**src/rtl/asy_fifo_pkg.sv**
```systemverilog
// Shared widths and FSM state type for the SPI receive byte buffer.
// Derived widths follow the default depth and frame size.
package asy_fifo_pkg;

  localparam int MEMDEPTH    = 30;
  localparam int DATA_W      = 8;
  localparam int FRAME_BYTES = 15;
  localparam int OUT_W       = DATA_W * FRAME_BYTES;
  localparam int PTR_W       = $clog2(MEMDEPTH);
  localparam int CNT_W       = $clog2(MEMDEPTH + 1);
  localparam int IDX_W       = $clog2(FRAME_BYTES);

  typedef enum logic {
    IDLE   = 1'b0,
    UNLOAD = 1'b1
  } state_e;

endpackage

```
**src/rtl/asy_fifo_output_if.sv**
```systemverilog
// SPI receive buffer bus: byte strobe, frame request and frame output.
// The SPI/test side is master, the buffer is slave.
interface asy_fifo_output_if #(
  parameter int DATA_W = 8,
  parameter int OUT_W  = 120
);

  logic              control_clk_miso;
  logic              read_req;
  logic [DATA_W-1:0] wdata;
  logic [OUT_W-1:0]  data_out;
  logic              spi_cs;

  modport master (
    output control_clk_miso,
    output read_req,
    output wdata,
    input  data_out,
    input  spi_cs
  );

  modport slave (
    input  control_clk_miso,
    input  read_req,
    input  wdata,
    output data_out,
    output spi_cs
  );

endinterface

```
**src/rtl/sync_edge_det.sv**
```systemverilog
// Two-flop synchronizer with a one-clk pulse on the synchronized rise.
// The pulse is valid in the cycle after the second flop goes high.
module sync_edge_det (
  input  logic clk,
  input  logic rst,
  input  logic d_i,
  output logic pulse_o
);

  logic [2:0] sync_q;
  logic [2:0] sync_d;

  assign sync_d  = {sync_q[1:0], d_i};
  assign pulse_o = sync_q[1] & ~sync_q[2];

  always_ff @(posedge clk) begin
    if (!rst) begin
      sync_q <= '0;
    end else begin
      sync_q <= sync_d;
    end
  end

endmodule

```
**src/rtl/asy_fifo_output.sv**
```systemverilog
// SPI receive byte FIFO that unloads 15-byte frames as one wide word.
// Byte 0 of a frame lands in the low bits of data_out.
module asy_fifo_output
  import asy_fifo_pkg::*;
(
  input logic              clk,
  input logic              rst,
  asy_fifo_output_if.slave bus
);

  logic wr_stb;
  logic rd_stb;

  sync_edge_det u_wr_sync (
    .clk     (clk),
    .rst     (rst),
    .d_i     (bus.control_clk_miso),
    .pulse_o (wr_stb)
  );

  sync_edge_det u_rd_sync (
    .clk     (clk),
    .rst     (rst),
    .d_i     (bus.read_req),
    .pulse_o (rd_stb)
  );

  logic [DATA_W-1:0] mem_q [MEMDEPTH];
  logic [DATA_W-1:0] wdata_q;

  state_e            state_q, state_d;
  logic [IDX_W-1:0]  idx_q, idx_d;
  logic [PTR_W-1:0]  wr_ptr_q, wr_ptr_d;
  logic [PTR_W-1:0]  rd_ptr_q, rd_ptr_d;
  logic [CNT_W-1:0]  count_q, count_d;
  logic [OUT_W-1:0]  asm_q, asm_d;
  logic [OUT_W-1:0]  data_q, data_d;
  logic              spi_cs_q;
  logic              push;
  logic              pop;

  function automatic logic [PTR_W-1:0] ptr_inc(
    input logic [PTR_W-1:0] p
  );
    return (p == PTR_W'(MEMDEPTH - 1)) ? '0 : p + PTR_W'(1);
  endfunction

  // A full FIFO drops the byte even when a pop happens this cycle.
  assign push = wr_stb && (count_q != CNT_W'(MEMDEPTH));

  always_comb begin
    state_d  = state_q;
    idx_d    = idx_q;
    rd_ptr_d = rd_ptr_q;
    asm_d    = asm_q;
    data_d   = data_q;
    pop      = 1'b0;
    unique case (state_q)
      IDLE: begin
        if (rd_stb && count_q >= CNT_W'(FRAME_BYTES)) begin
          state_d = UNLOAD;
          idx_d   = '0;
        end
      end
      UNLOAD: begin
        pop      = 1'b1;
        rd_ptr_d = ptr_inc(rd_ptr_q);
        asm_d[idx_q*DATA_W +: DATA_W] = mem_q[rd_ptr_q];
        if (idx_q == IDX_W'(FRAME_BYTES - 1)) begin
          data_d  = asm_d;
          state_d = IDLE;
          idx_d   = '0;
        end else begin
          idx_d = idx_q + IDX_W'(1);
        end
      end
      default: state_d = IDLE;
    endcase
  end

  assign wr_ptr_d = push ? ptr_inc(wr_ptr_q) : wr_ptr_q;
  assign count_d  = count_q + CNT_W'(push) - CNT_W'(pop);

  always_ff @(posedge clk) begin
    wdata_q <= bus.wdata;
    if (push) begin
      mem_q[wr_ptr_q] <= wdata_q;
    end
  end

  always_ff @(posedge clk) begin
    if (!rst) begin
      state_q  <= IDLE;
      idx_q    <= '0;
      wr_ptr_q <= '0;
      rd_ptr_q <= '0;
      count_q  <= '0;
      asm_q    <= '0;
      data_q   <= '0;
      spi_cs_q <= 1'b1;
    end else begin
      state_q  <= state_d;
      idx_q    <= idx_d;
      wr_ptr_q <= wr_ptr_d;
      rd_ptr_q <= rd_ptr_d;
      count_q  <= count_d;
      asm_q    <= asm_d;
      data_q   <= data_d;
      spi_cs_q <= (count_q == CNT_W'(MEMDEPTH));
    end
  end

  assign bus.data_out = data_q;
  assign bus.spi_cs   = spi_cs_q;

endmodule

```
**src/flat_wrapper.sv**
```systemverilog
// flat-port wrapper written by rule: the top's interface ports become plain ports
module asy_fifo_output_flat import asy_fifo_pkg::*;
  (clk, rst, bus_control_clk_miso, bus_read_req, bus_wdata, bus_data_out, bus_spi_cs);
  asy_fifo_output_if #(.DATA_W(8), .OUT_W(120)) bus_i ();
  input logic clk;
  input logic rst;
  input wire logic [$bits(bus_i.control_clk_miso)-1:0] bus_control_clk_miso;
  input wire logic [$bits(bus_i.read_req)-1:0] bus_read_req;
  input wire logic [$bits(bus_i.wdata)-1:0] bus_wdata;
  output wire logic [$bits(bus_i.data_out)-1:0] bus_data_out;
  output wire logic [$bits(bus_i.spi_cs)-1:0] bus_spi_cs;
  assign bus_i.control_clk_miso = bus_control_clk_miso;
  assign bus_i.read_req = bus_read_req;
  assign bus_i.wdata = bus_wdata;
  assign bus_data_out = bus_i.data_out;
  assign bus_spi_cs = bus_i.spi_cs;
  asy_fifo_output u_core (.clk(clk), .rst(rst), .bus(bus_i));
endmodule
```
**config.mk**
```make
export PLATFORM = sky130hd
export DESIGN_NAME = asy_fifo_output_flat
export DESIGN_NICKNAME = d
export VERILOG_FILES = /design/src/rtl/asy_fifo_pkg.sv /design/src/rtl/asy_fifo_output_if.sv /design/src/rtl/sync_edge_det.sv /design/src/rtl/asy_fifo_output.sv /design/src/flat_wrapper.sv
export SDC_FILE = /design/constraint.sdc
export NUM_CORES = 1
export LEC_CHECK = 0
export CAP_MARGIN = 20
export CORE_UTILIZATION = 55
export CTS_CLUSTER_DIAMETER = 50
export DETAILED_ROUTE_END_ITERATION = 12
export DONT_BUFFER_PORTS = 1
export PLACE_DENSITY = 0.77
export SLEW_MARGIN = 10
export SYNTH_ARGS = -nofsm -noshare
export SYNTH_HDL_FRONTEND = slang
export SYNTH_SLANG_ARGS = --single-unit
```
**constraint.sdc**
```tcl
create_clock -name clk -period 5.3 [get_ports clk]
set_clock_uncertainty 0.15 [all_clocks]
set_input_delay 1.06 -clock clk [delete_from_list [all_inputs] [get_ports clk]]
set_output_delay 1.06 -clock clk [all_outputs]
set_load 0.02 [all_outputs]
```
==> results.txt <==
----------------------------------------------------
[GRT]
  Largest net degree at the start of global routing ... 196
  First-pass GRT wire length ... 72900 microns
  Aggregate global-route resource usage ... 0.249
  Number of antenna violations at the first check in global routing ... 0
  Via count of the first global-routing pass ... 12542
  Total congestion overflow ... 0

[Clocking]
  Number of buffers inserted to repair setup after CTS ... 0
  Clk root buf ... sky130_fd_sc_hd__clkbuf_16
  Clock tree from TritonCTS ... built
  Resize count post-CTS ... 0
  H-tree lvl count ... 2
  Count of hold buffers inserted by post-cts repair ... 0
  Clk slew on worst S/H paths ... 0.06 ns
  Number of buffers between clock root and the deepest sink ... 3
  Clock sink count ... 520
  Insertion delay to the later sink of the worst-skew pair ... 0.59 ns
  Number of buffers created by CTS ... 51

[Route]
  Via total after detailed routing ... ~13000
  Starting DRT DRC Count ... about 1600
  Vias/cell ... between 6 and 7
  Detailed-route DRC error count ... 18
  Final wirelength ... 46800 microns
  Antenna Nets Post-Route ... 0
  Mean routed wirelength per cell ... 22.3 microns
  DR pass1 iterations ... 12

[Synthesis]
  Synthesized cell area ... 0.0201 sq mm
  Number of distinct library cells after synthesis ... 64
  Number of enable-type register cells in the synthesized netlist ... 240
  Most used standard cells in the synthesized netlist ... sky130_fd_sc_hd__dfxtp_1 (280), sky130_fd_sc_hd__edfxtp_1 (240), sky130_fd_sc_hd__nand2_1 (163)
  Syn Nets ... 1682
  Mean instance size in the synthesized netlist ... 12.2 sq um
  Flip-flop and latch count after synthesis ... 520
  Number of warnings reported in the yosys synthesis log ... 0
  Post-synthesis cell type with the largest combined area ... sky130_fd_sc_hd__edfxtp_1
  Async SR Flop Fraction ... 0
  Main area contributors after synthesis ... sky130_fd_sc_hd__edfxtp_1 (36%), sky130_fd_sc_hd__dfxtp_1 (28%), sky130_fd_sc_hd__mux4_2 (4.6%)
  Cells after Synth ... 1651
  Area share of the largest cell type after synthesis ... 0.358
  Most common cell in the netlist ... sky130_fd_sc_hd__dfxtp_1
  Primary FF master, synth ... sky130_fd_sc_hd__dfxtp_1
  Seq/Total Area, Yosys ... 0.637

[Worst setup path]
  Family with the most delay on the worst path ... simple AND/OR/NAND/NOR gates
  Signal arrival time at the worst endpoint ... 4.21 ns
  Critical Path Start Type ... flip-flop
  Slowest stage delay, CP ... 0.82 ns
  Required time worst endpoint ... 5.66 ns
  Kind of critical path ... flip-flop to flip-flop
  Count of buffering cells on the critical path with inverters included ... 2
  Worst path cell trace ... inv_1, ha_1, inv_1, nor4b_1, nand2_1, nor2_1, nand2_1, o22ai_1
  Endpoint class of the critical path ... flip-flop
  Maximum net fanout on the critical path ... 13
  Cell type of the slowest stage on the worst timing path ... sky130_fd_sc_hd__nor4b_1

[Final layout]
  Post-route standard cell area excluding fillers ... 0.0219 sq mm
  Utilization after layout ... 0.612
  Number of diodes ... 0
  Final nets ... 1638
  Fraction of layout cells with a size suffix above 1 ... 0.106
  Area Growth Syn to Fin ... 8.94%

[Die]
  Placeable core area ... 0.0358 sq mm
  Die width ... 193 microns
  DIE HEIGHT ... around 190 microns
  Initial Utilization ... 0.562
  Number of placement rows ... 69
  Number of top-level design ports ... 133
  Die Area ... 0.0374 sq mm

[Placed design]
  Total cell area at the placement stage ... 0.0202 sq mm
  Final estimated routing congestion in global placement ... between 0.8 and 0.9
  Detail Placement HPWL ... 28700 microns
  Port Buffer Count ... 0
  Worst slack at placement ... 1.55 ns

[Power]
  Part of the total power dissipated in sequential elements ... 0.532
  Internal power ... 6.29 mW
  Share of total power in combinational logic ... 0.040
  Power Density ... 366 mW/mm^2
  Worst vdd rail ir drop ... around 0.3 mV
  Psw ... between 1.5 and 2 mW
  Static leakage ... 6.98 nW
  Fraction of power spent switching nets ... 0.215
  Relative contribution of the clock network to total power ... 0.428

[Status]
  Outcome ... finished, violations left
  Violations in the final reports ... DRC

[STA]
  Setup TNS after final layout ... 0 ns
  Unrepaired setup endpoints after global routing ... no
  Worst max-slew margin expressed relative to the limit ... 0.267
  Worst hold slack ... 0.293 ns
  Final Critical Period ... 3.85 ns
  Fin worst setup slack ... 1.45 ns
  Number of max-slew violations in the final report ... 0
  FMAX ... 260 MHz
  Worst-Margin Slew ... 1.10 ns
  Period utilization ... 0.726
  Hold Vio Cnt, Final ... 0
  Endpoints failing setup ... 0

[Worst hold path]
  Hold WC Path Type ... flip-flop to flip-flop

[Run]
  Max-cap check violation count ... 0

----------------------------------------------------
==> logic make-up after synthesis <==
kind of cell | count (synthesis) | share of synthesized area
DFF | 520 | 0.637
muxes | 86 | 0.0703
adders and majority gates | 19 | 0.0122
xor gates and xnor gates | 12 | 0.00522
AOI/OAI and AO/OA | 422 | 0.135
and+or+nand+nor | 448 | 0.102
buffers and inverters | 144 | 0.0384
==> metrics by stage <==
step	instances	total power, mW
global placement	2009	4.64
floorplan	1651	4.60
finish	2104	8.02
detailed placement	2009	4.65
global route	2104	8.23
CTS	2098	8.03
==> state kept, by name, summed over array words and instances, names as in the netlist, named ones only <==
name                     cells
u_core.mem_q               240
u_core.state_q               1
u_core.bus.spi_cs            1
u_core.rd_ptr_q              5
u_core.asm_q               120
u_core.bus.data_out        120
u_core.count_q               5
u_core.u_rd_sync.sync_q      3
u_core.wr_ptr_q              5
u_core.u_wr_sync.sync_q      3
u_core.idx_q                 4
u_core.wdata_q               8
==> worst register-to-register path: cells and delay by family (launching register included) <==
| kind | cells | cell delay [ns] |
|---|---|---|
| and+or+nand+nor | 4 | 1.94 |
| AOI/OAI and AO/OA | 1 | 0.20 |
| buffers and inverters | 2 | 0.35 |
| adders and majority gates | 1 | 0.54 |
| DFF | 1 | 0.60 |
==> power by group through the flow <==
stage          combinational, mW  clock (mW)  sequential, mW
6_report                   0.317        3.43            4.27
3_5_place_dp               0.289           0            4.36
3_3_place_gp               0.279           0            4.36
4_1_cts                    0.290        3.47            4.28
2_1_floorplan              0.270           0            4.33
5_1_grt                    0.340        3.62            4.27
==> layout make-up <==
class                           count  area, sq um
Clock buffer                       67         1410
Sequential cell                   520        12800
Clock inverter                     22          166
Tap cell                          461          577
Fill cell                        2703        13900
Inverter                           19         71.3
Multi-Input combinational cell    987         6560
Timing Repair Buffer               28          323
==> per-layer routing <==
metal / track usage / wire length [microns] / up-vias
li1: - / - / 6142
met1: 0.345 / 19400 / 6583
met2: 0.399 / 22200 / 575
met3: 0.0443 / 4060 / 77
met4: 0.0782 / 1120 / 0
met5: 0 / 0 / -
==> cell usage in the layout (no fill, tap or decap), drive strengths merged, types with 20 or more instances in the layout <==
| cell type | count |
|---|---|
| a21oi | 46 |
| clkbuf | 67 |
| mux2 | 20 |
| mux4 | 42 |
| nor3 | 35 |
| buf | 28 |
| nand2 | 163 |
| o211ai | 23 |
| o22ai | 81 |
| a211oi | 35 |
| o21ai | 110 |
| nand4 | 22 |
| dfxtp | 280 |
| nor2b | 20 |
| a22oi | 38 |
| nor2 | 108 |
| a31oi | 37 |
| mux2i | 24 |
| edfxtp | 240 |
| nand3 | 53 |
==> final timing paths <==
check | from | to | slack, ns | depth (start not counted)
setup / recovery | u_core.idx_q[0] | u_core.asm_q[109] | 1.45 | 8
hold / removal | u_core.u_wr_sync.sync_q[0] | u_core.u_wr_sync.sync_q[1] | 0.29 | 1
setup reg to reg | u_core.idx_q[0] | u_core.asm_q[109] | 1.45 | 8
hold reg to reg | u_core.u_wr_sync.sync_q[0] | u_core.u_wr_sync.sync_q[1] | 0.29 | 1
Note: power is estimated with default switching activity, not from simulation.
